==> config.mk <==
export PLATFORM = sky130hd
export DESIGN_NAME = ps2_device_flat
export DESIGN_NICKNAME = d
export VERILOG_FILES = /design/src/rtl/ps2_device_pkg.sv /design/src/rtl/ps2_device_if.sv /design/src/rtl/ps2_bit_timer.sv /design/src/rtl/ps2_device.sv /design/src/flat_wrapper.sv
export SDC_FILE = /design/constraint.sdc
export NUM_CORES = 1
export LEC_CHECK = 0
export CAP_MARGIN = 10
export CORE_MARGIN = 2
export CORE_UTILIZATION = 45
export CTS_BUF_LIST = sky130_fd_sc_hd__clkbuf_16
export DETAILED_ROUTE_END_ITERATION = 8
export PLACE_DENSITY_LB_ADDON = 0.08
export SETUP_SLACK_MARGIN = 0.05
export SLEW_MARGIN = 5
export SYNTH_ARGS = -nofsm -noshare
export SYNTH_HDL_FRONTEND = slang
export SYNTH_HIERARCHICAL = 1
export SYNTH_SLANG_ARGS = --single-unit
==> constraint.sdc <==
create_clock -name clk -period 2.8 [get_ports clk]
set_clock_uncertainty 0.1 [all_clocks]
set_input_delay 0.56 -clock clk [delete_from_list [all_inputs] [get_ports clk]]
set_output_delay 0.56 -clock clk [all_outputs]
set_load 0.03 [all_outputs]
==> src/rtl/ps2_device_pkg.sv <==
// Shared PS/2 frame constants and helpers for the device-side transceiver.
package ps2_device_pkg;
  localparam logic START_BIT  = 1'b0;
  localparam logic STOP_BIT   = 1'b1;
  localparam logic ACK_BIT    = 1'b0;
  localparam logic ODD_PARITY = 1'b1;

  // TX frame slots: 0 start, 1..8 data, 9 parity, 10 stop, 11 released guard half
  localparam logic [3:0] TX_PAR_IDX   = 4'd9;
  localparam logic [3:0] TX_STOP_IDX  = 4'd10;
  localparam logic [3:0] TX_GUARD_IDX = 4'd11;
  // RX clock pulses: 0..7 data, 8 parity, 9 stop, 10 acknowledge
  localparam logic [3:0] RX_PAR_IDX   = 4'd8;
  localparam logic [3:0] RX_STOP_IDX  = 4'd9;
  localparam logic [3:0] RX_ACK_IDX   = 4'd10;

  function automatic logic [10:0] tx_frame(input logic [7:0] b);
    return {STOP_BIT, ODD_PARITY ^ (^b), b, START_BIT};
  endfunction

  function automatic logic parity_ok(input logic [7:0] b, input logic p);
    return ((^{b, p}) == ODD_PARITY);
  endfunction
endpackage

==> src/rtl/ps2_device_if.sv <==
// Byte-level handshake between the PS/2 device transceiver and its user logic.
interface ps2_device_if;
  logic       scan_code_ready;
  logic       scan_code_valid;
  logic [7:0] scan_code_byte;
  logic       command_ready;
  logic       command_valid;
  logic [7:0] command_byte;
  logic       command_error;
  logic       tx_abort;

  modport master (
    input  scan_code_ready, command_valid, command_byte, command_error, tx_abort,
    output scan_code_valid, scan_code_byte, command_ready
  );
  modport slave (
    output scan_code_ready, command_valid, command_byte, command_error, tx_abort,
    input  scan_code_valid, scan_code_byte, command_ready
  );
endinterface

==> src/rtl/ps2_bit_timer.sv <==
// Half-period down-counter with a phase toggle; one half lasts CLK_HALF cycles.
module ps2_bit_timer #(
  parameter int CLK_HALF = 2072
) (
  input  logic clk,
  input  logic reset,
  input  logic start,
  input  logic start_high,
  input  logic stop,
  output logic half_done,
  output logic phase_high
);
  localparam int CW = $clog2(CLK_HALF);

  logic [CW-1:0] cnt;
  logic          running;

  assign half_done = running && (cnt == '0);

  always_ff @(posedge clk) begin
    if (reset) begin
      cnt        <= '0;
      running    <= 1'b0;
      phase_high <= 1'b0;
    end else if (stop) begin
      running <= 1'b0;
    end else if (start) begin
      cnt        <= CW'(CLK_HALF - 1);
      running    <= 1'b1;
      phase_high <= start_high;
    end else if (half_done) begin
      cnt        <= CW'(CLK_HALF - 1);
      phase_high <= ~phase_high;
    end else if (running) begin
      cnt <= cnt - CW'(1);
    end
  end
endmodule

==> src/rtl/ps2_device.sv <==
// PS/2 keyboard-end transceiver: clocks scan codes out, clocks host commands in and acknowledges.
module ps2_device
  import ps2_device_pkg::*;
#(
  parameter int CLK_HALF  = 2072,
  parameter int IDLE_HOLD = 2590
) (
  input  logic         clk,
  input  logic         reset,
  input  logic         ps2_clk_in,
  output logic         ps2_clk_out,
  output logic         ps2_clk_oe,
  input  logic         ps2_data_in,
  output logic         ps2_data_out,
  output logic         ps2_data_oe,
  ps2_device_if.slave  bus
);
  typedef enum logic [1:0] {IDLE, INHIBIT, TX, RX} state_e;
  localparam int IW = $clog2(IDLE_HOLD + 1);

  state_e        state, state_nx;
  logic [1:0]    clk_sync, data_sync;
  logic          clk_s, data_s;
  logic [IW-1:0] idle_cnt;
  logic          idle_ok;
  logic          pending;
  logic [7:0]    tx_byte;
  logic [15:0]   frame;
  logic [3:0]    bit_idx;
  logic [7:0]    rx_shift;
  logic          rx_par, rx_stop, rx_sample;
  logic          cmd_valid, cmd_err, abort_q;
  logic [7:0]    cmd_byte;
  logic          t_start, t_high, t_stop, half_done, phase_high;
  logic          abort, tx_done, rx_done, scan_ready;

  assign clk_s      = clk_sync[1];
  assign data_s     = data_sync[1];
  assign idle_ok    = (idle_cnt == IW'(IDLE_HOLD));
  assign frame      = {5'b0, tx_frame(tx_byte)};
  assign scan_ready = !pending && !reset;

  ps2_bit_timer #(.CLK_HALF(CLK_HALF)) u_timer (
    .clk(clk), .reset(reset), .start(t_start), .start_high(t_high), .stop(t_stop),
    .half_done(half_done), .phase_high(phase_high)
  );

  always_ff @(posedge clk) begin
    if (reset) state <= IDLE;
    else       state <= state_nx;
  end

  always_comb begin
    state_nx = state;
    t_start  = 1'b0;
    t_high   = 1'b0;
    t_stop   = 1'b0;
    abort    = 1'b0;
    tx_done  = 1'b0;
    rx_done  = 1'b0;
    case (state)
      IDLE:
        if (!clk_s) state_nx = INHIBIT;
        else if (pending && idle_ok) begin
          state_nx = TX;
          t_start  = 1'b1;
          t_high   = 1'b1;
        end
      // request-to-send waits here while an earlier command is still unread
      INHIBIT:
        if (clk_s) begin
          if (data_s) state_nx = IDLE;
          else if (!cmd_valid) begin
            state_nx = RX;
            t_start  = 1'b1;
          end
        end
      TX:
        if (half_done && phase_high) begin
          if (bit_idx <= TX_PAR_IDX && !clk_s) begin
            abort    = 1'b1;
            t_stop   = 1'b1;
            state_nx = INHIBIT;
          end else if (bit_idx == TX_GUARD_IDX) begin
            tx_done  = 1'b1;
            t_stop   = 1'b1;
            state_nx = IDLE;
          end
        end
      RX:
        if (half_done && phase_high && bit_idx == RX_ACK_IDX) begin
          rx_done  = 1'b1;
          t_stop   = 1'b1;
          state_nx = IDLE;
        end
      default: state_nx = IDLE;
    endcase
  end

  always_ff @(posedge clk) begin
    if (reset) begin
      clk_sync  <= 2'b11;
      data_sync <= 2'b11;
      idle_cnt  <= '0;
      pending   <= 1'b0;
      tx_byte   <= '0;
      bit_idx   <= '0;
      rx_shift  <= '0;
      rx_par    <= 1'b0;
      rx_stop   <= 1'b0;
      rx_sample <= 1'b0;
      cmd_valid <= 1'b0;
      cmd_byte  <= '0;
      cmd_err   <= 1'b0;
      abort_q   <= 1'b0;
    end else begin
      clk_sync  <= {clk_sync[0], ps2_clk_in};
      data_sync <= {data_sync[0], ps2_data_in};
      abort_q   <= abort;
      rx_sample <= (state == RX) && half_done && !phase_high;

      if (state == IDLE && clk_s && data_s) begin
        if (!idle_ok) idle_cnt <= idle_cnt + IW'(1);
      end else idle_cnt <= '0;

      // an aborted frame keeps its byte and restarts from the start bit
      if (scan_ready && bus.scan_code_valid) begin
        pending <= 1'b1;
        tx_byte <= bus.scan_code_byte;
      end else if (tx_done) pending <= 1'b0;

      if (t_start) bit_idx <= '0;
      else if (state == TX && half_done && !phase_high) bit_idx <= bit_idx + 4'd1;
      else if (state == RX && half_done &&  phase_high) bit_idx <= bit_idx + 4'd1;

      if (rx_sample) begin
        if (bit_idx <= 4'd7)              rx_shift <= {data_s, rx_shift[7:1]};
        else if (bit_idx == RX_PAR_IDX)   rx_par   <= data_s;
        else if (bit_idx == RX_STOP_IDX)  rx_stop  <= data_s;
      end

      if (rx_done) begin
        cmd_valid <= 1'b1;
        cmd_byte  <= rx_shift;
        cmd_err   <= (rx_stop != STOP_BIT) || !parity_ok(rx_shift, rx_par);
      end else if (cmd_valid && bus.command_ready) begin
        cmd_valid <= 1'b0;
        cmd_byte  <= '0;
        cmd_err   <= 1'b0;
      end
    end
  end

  assign ps2_clk_out  = 1'b0;
  assign ps2_data_out = 1'b0;
  assign ps2_clk_oe   = ((state == TX) && !phase_high && bit_idx <= TX_STOP_IDX) ||
                        ((state == RX) && !phase_high);
  assign ps2_data_oe  = ((state == TX) && bit_idx <= TX_STOP_IDX && !frame[bit_idx]) ||
                        ((state == RX) && bit_idx == RX_ACK_IDX && rx_stop == STOP_BIT &&
                         ACK_BIT == 1'b0);

  assign bus.scan_code_ready = scan_ready;
  assign bus.command_valid   = cmd_valid;
  assign bus.command_byte    = cmd_byte;
  assign bus.command_error   = cmd_err;
  assign bus.tx_abort        = abort_q;
endmodule

==> src/flat_wrapper.sv <==
// flat-port wrapper written by rule: the top's interface ports become plain ports
module ps2_device_flat import ps2_device_pkg::*;
#(
  parameter int CLK_HALF  = 2072,
  parameter int IDLE_HOLD = 2590
)
  (clk, reset, ps2_clk_in, ps2_clk_out, ps2_clk_oe, ps2_data_in, ps2_data_out, ps2_data_oe, bus_scan_code_ready, bus_command_valid, bus_command_byte, bus_command_error, bus_tx_abort, bus_scan_code_valid, bus_scan_code_byte, bus_command_ready);
  ps2_device_if bus_i ();
  input  logic clk;
  input  logic reset;
  input  logic ps2_clk_in;
  output logic ps2_clk_out;
  output logic ps2_clk_oe;
  input  logic ps2_data_in;
  output logic ps2_data_out;
  output logic ps2_data_oe;
  output wire logic [$bits(bus_i.scan_code_ready)-1:0] bus_scan_code_ready;
  output wire logic [$bits(bus_i.command_valid)-1:0] bus_command_valid;
  output wire logic [$bits(bus_i.command_byte)-1:0] bus_command_byte;
  output wire logic [$bits(bus_i.command_error)-1:0] bus_command_error;
  output wire logic [$bits(bus_i.tx_abort)-1:0] bus_tx_abort;
  input wire logic [$bits(bus_i.scan_code_valid)-1:0] bus_scan_code_valid;
  input wire logic [$bits(bus_i.scan_code_byte)-1:0] bus_scan_code_byte;
  input wire logic [$bits(bus_i.command_ready)-1:0] bus_command_ready;
  assign bus_scan_code_ready = bus_i.scan_code_ready;
  assign bus_command_valid = bus_i.command_valid;
  assign bus_command_byte = bus_i.command_byte;
  assign bus_command_error = bus_i.command_error;
  assign bus_tx_abort = bus_i.tx_abort;
  assign bus_i.scan_code_valid = bus_scan_code_valid;
  assign bus_i.scan_code_byte = bus_scan_code_byte;
  assign bus_i.command_ready = bus_command_ready;
  ps2_device #(.CLK_HALF(CLK_HALF), .IDLE_HOLD(IDLE_HOLD)) u_core (.clk(clk), .reset(reset), .ps2_clk_in(ps2_clk_in), .ps2_clk_out(ps2_clk_out), .ps2_clk_oe(ps2_clk_oe), .ps2_data_in(ps2_data_in), .ps2_data_out(ps2_data_out), .ps2_data_oe(ps2_data_oe), .bus(bus_i));
endmodule
==> metrics.md, run 1 <==
| Metric | Value |
|---|---|
| Outcome | `completed` |
| Antenna violations before repair | `0` |
| Synth top cells by count | `dfxtp_1, nor2_1, nand2_1` |
| Max Cap Viol | `0` |
| Number of flops mapped to enable cells by yosys | `0` |
| Cell area after layout | `3940 µm²` |
| Fill cells | `685` |
| Placer Congestion | `0.808` |
| Final core occ | `0.551` |
| Worst slew pin tran | `0.515 ns` |
| Fin crit share | `0.941` |
| Hold Vio Cnt, Final | `0` |
| Vias in the first global route | `2283` |
| Worst hold path type | `flop to flop` |
| Setup TNS | `0 ns` |
| Site Rows | `31` |
| Die H | `89.1 µm` |
| Pwr dens | `596 nW/µm²` |
| Total grt overflow | `0` |
| Synth Instances | `about 370` |
| Count leader, synth | `dfxtp_1` |
| Core Area | `just over 7000 µm²` |
| Top post-synthesis cells by area | `dfxtp_1, nor2_1, xor2_1` |
| Share of layout cells above drive strength 1 | `0.117` |
| Routed wire length | `6460 µm` |
| Port-buffer cells | `27` |
| Final setup fails | `0` |
| Pre-Repair DR Iteration Count | `4` |
| Min Tclk post-route | `2.64 ns` |
| TritonCTS clock tree | `yes` |
| CP max-delay cell | `mux4_2` |
| Die Area | `between 7000 and 8000 µm²` |
| Data required, critical path | `2.14 ns` |
| Antenna Cells | `0` |
| Post-synth top flop | `dfxtp_1` |
| Startpoint type of the worst setup path | `flop` |
| Later-pin clock latency in the skew report | `0.33 ns` |
| CP Class | `flop to primary output` |
| Seq cells post-synth | `67` |
| Synth Warn # | `6` |
| Clock sink count | `67` |
| Sequential-to-total area share from yosys stat | `0.412` |
| Post-synth top area cell | `dfxtp_1` |
| Slew Viols, Final | `0` |
| Count of cell types in the netlist | `slightly below 60` |
| CTS Hold Bufs | `0` |
| Yosys top cell area share | `0.412` |
| CTS Root Cell | `clkbuf_16` |
| RSZ-0062 raised after global routing | `no` |
| Placed inst area | `approximately 3600 µm²` |
| Via count | `2555` |
| Largest net degree at the start of global routing | `47` |
| Async SR Flop Fraction | `0` |
| Hpwl dp | `4540 µm` |
| VDD IR max | `0.309 mV` |
| Routed len/inst | `12.9 µm` |
| Area Growth Syn to Fin | `20.8%` |
| Leak Pwr | `roughly 1.5 nW` |
| Clock transition at path regs | `about 0.050 ns` |
| Global Route Usage Sum | `0.176` |
| H-tree levels | `3` |
| Post-route ant nets | `0` |
| Crit path largest cell delay | `0.52 ns` |
| Crit. End Element | `primary output` |
| Initial Util | `0.457` |
| Number of vias per cell | `approximately 5.1` |
| # IOs | `30` |
| Die Wd | `89.1 µm` |
| Worst-path maximum fanout | `8` |
| Fmax | `~380 MHz` |
| Crit path cell chain | `mux4_2, nor2b_1, nor3_1, o31ai_1, buf_4` |
| WP data arrival | `~2.0 ns` |
| DRC Markers | `0` |
| Post-Syn Area | `3260 µm²` |
| Nets@finish | `421` |
| CTS Buf Count | `9` |
| Avg Inst Size Synth | `8.85 µm²` |
| Maximum buffer depth of the clock tree | `2` |
| First-pass GRT wire length | `10800 µm` |
| Detailed Route Iter0 Violations | `82` |
| Slew margin rel. | `0.654` |
kinds of logic (layout without fill, tap and decap cells):
group,after synthesis,after routing,synth area share
and+or+nand+nor,165,165,0.267
DFF,67,67,0.412
AOI/OAI and AO/OA,52,52,0.0995
xor gates and xnor gates,35,35,0.0983
buffers and inverters,25,59,0.0415
muxes,14,14,0.0468
adders and majority gates,9,9,0.0346
other,1,2,0.00115
flip-flops by register name, indices dropped and copies added, names as in the netlist:
| signal | count |
|---|---|
| u_core/idle_cnt | 12 |
| u_core/u_timer/cnt | 12 |
| u_core/bus.command_byte | 8 |
| u_core/rx_shift | 8 |
| u_core/tx_byte | 8 |
| u_core/bit_idx | 4 |
| u_core/clk_sync | 2 |
| u_core/data_sync | 2 |
| u_core/state | 2 |
| u_core/bus.command_error | 1 |
| u_core/bus.command_valid | 1 |
| u_core/bus.tx_abort | 1 |
| u_core/pending | 1 |
| u_core/rx_par | 1 |
| u_core/rx_sample | 1 |
| u_core/rx_stop | 1 |
| u_core/u_timer/phase_high | 1 |
| u_core/u_timer/running | 1 |
worst max-delay path: cells and delay by family, from the launching register on:
family | cells | cell delay (ns)
compound gates | 1 | 0.30
simple gates | 2 | 0.18
buf+inv | 1 | 0.23
mux | 1 | 0.52
flops | 1 | 0.42
where the power goes:
part	internal [mW]	leakage (nW)	switching, mW	total (mW)
sequential	0.975	0.544	0.0235	0.998
combinational	0.0763	0.765	0.0739	0.150
clock	0.776	0.147	0.420	1.20
total	1.83	1.46	0.517	2.34
path summary, 6_finish.rpt:
kind	startpoint	end	slack, ns	cells past startpoint
worst max-delay path	u_core/bit_idx[0]	ps2_data_oe	0.16	5
worst min-delay path	u_core/data_sync[0]	u_core/data_sync[1]	0.31	1
worst min register to register	u_core/data_sync[0]	u_core/data_sync[1]	0.31	1
worst max register to register	u_core/u_timer/cnt[9]	u_core/u_timer/cnt[9]	0.24	11
cells in the final DEF, fill, tap and decap left out, types with 3 or more instances in the layout:
cell             count
dfxtp_1             66
nor2_1              47
nand2_1             37
a21oi_1             26
clkdlybuf4s50_1     24
nand3_1             19
xor2_1              19
xnor2_1             15
mux2i_1             13
buf_4               11
nand4_1             10
clkbuf_16            9
ha_1                 9
inv_1                7
o21ai_0              7
nor2b_1              6
nand2b_1             5
or3_1                4
or2_2                4
nor3b_1              3
nor3_1               3
and3_1               3
a31oi_1              3
metal layers:
metal	GRT usage	vias up	part of all wire
li1	-	1319	-
met1	0.230	1194	0.49
met2	0.275	36	0.46
met3	0.0582	6	0.038
met4	0.0611	0	0.0096
met5	0	-	0
stage by stage:
stage          instances  hold WS, ns  total power, mW  setup slack [ns]
2_1_floorplan        369        0.289             1.12             0.129
3_5_place_dp         485        0.296             1.17            0.0310
4_1_cts              501        0.308             2.37            0.0869
3_3_place_gp         485        0.295             1.16             0.145
6_report             502        0.305             2.34             0.165
5_1_grt              502        0.316             2.43            0.0517
repair_timing:
item                                    4_1_cts  5_1_grt
endpoints found under the setup margin        9       13
setup buffers                                 0        1
gates resized for setup                       3        5
pin swaps                                     0        2
layout make-up:
cell class              instances  area [µm²]  share of cell area
repair buffers                 36         328              0.0833
multi-input cells             277        1800               0.457
flip-flops and latches         67        1340               0.341
well taps                      99         124              0.0315
inverters                       7        26.3             0.00668
clock inverters                 7        91.3              0.0232
clock buffers                   9         225              0.0572
Power figures use the tool's default switching activity.
==> run 2: changes to the inputs <==
Settings changed: HOLD_SLACK_MARGIN set to 0.05, SKIP_LAST_GASP set to 1.
==> results of run 2 <==
Final layout, timing and power as in run 1 (identical DEF).
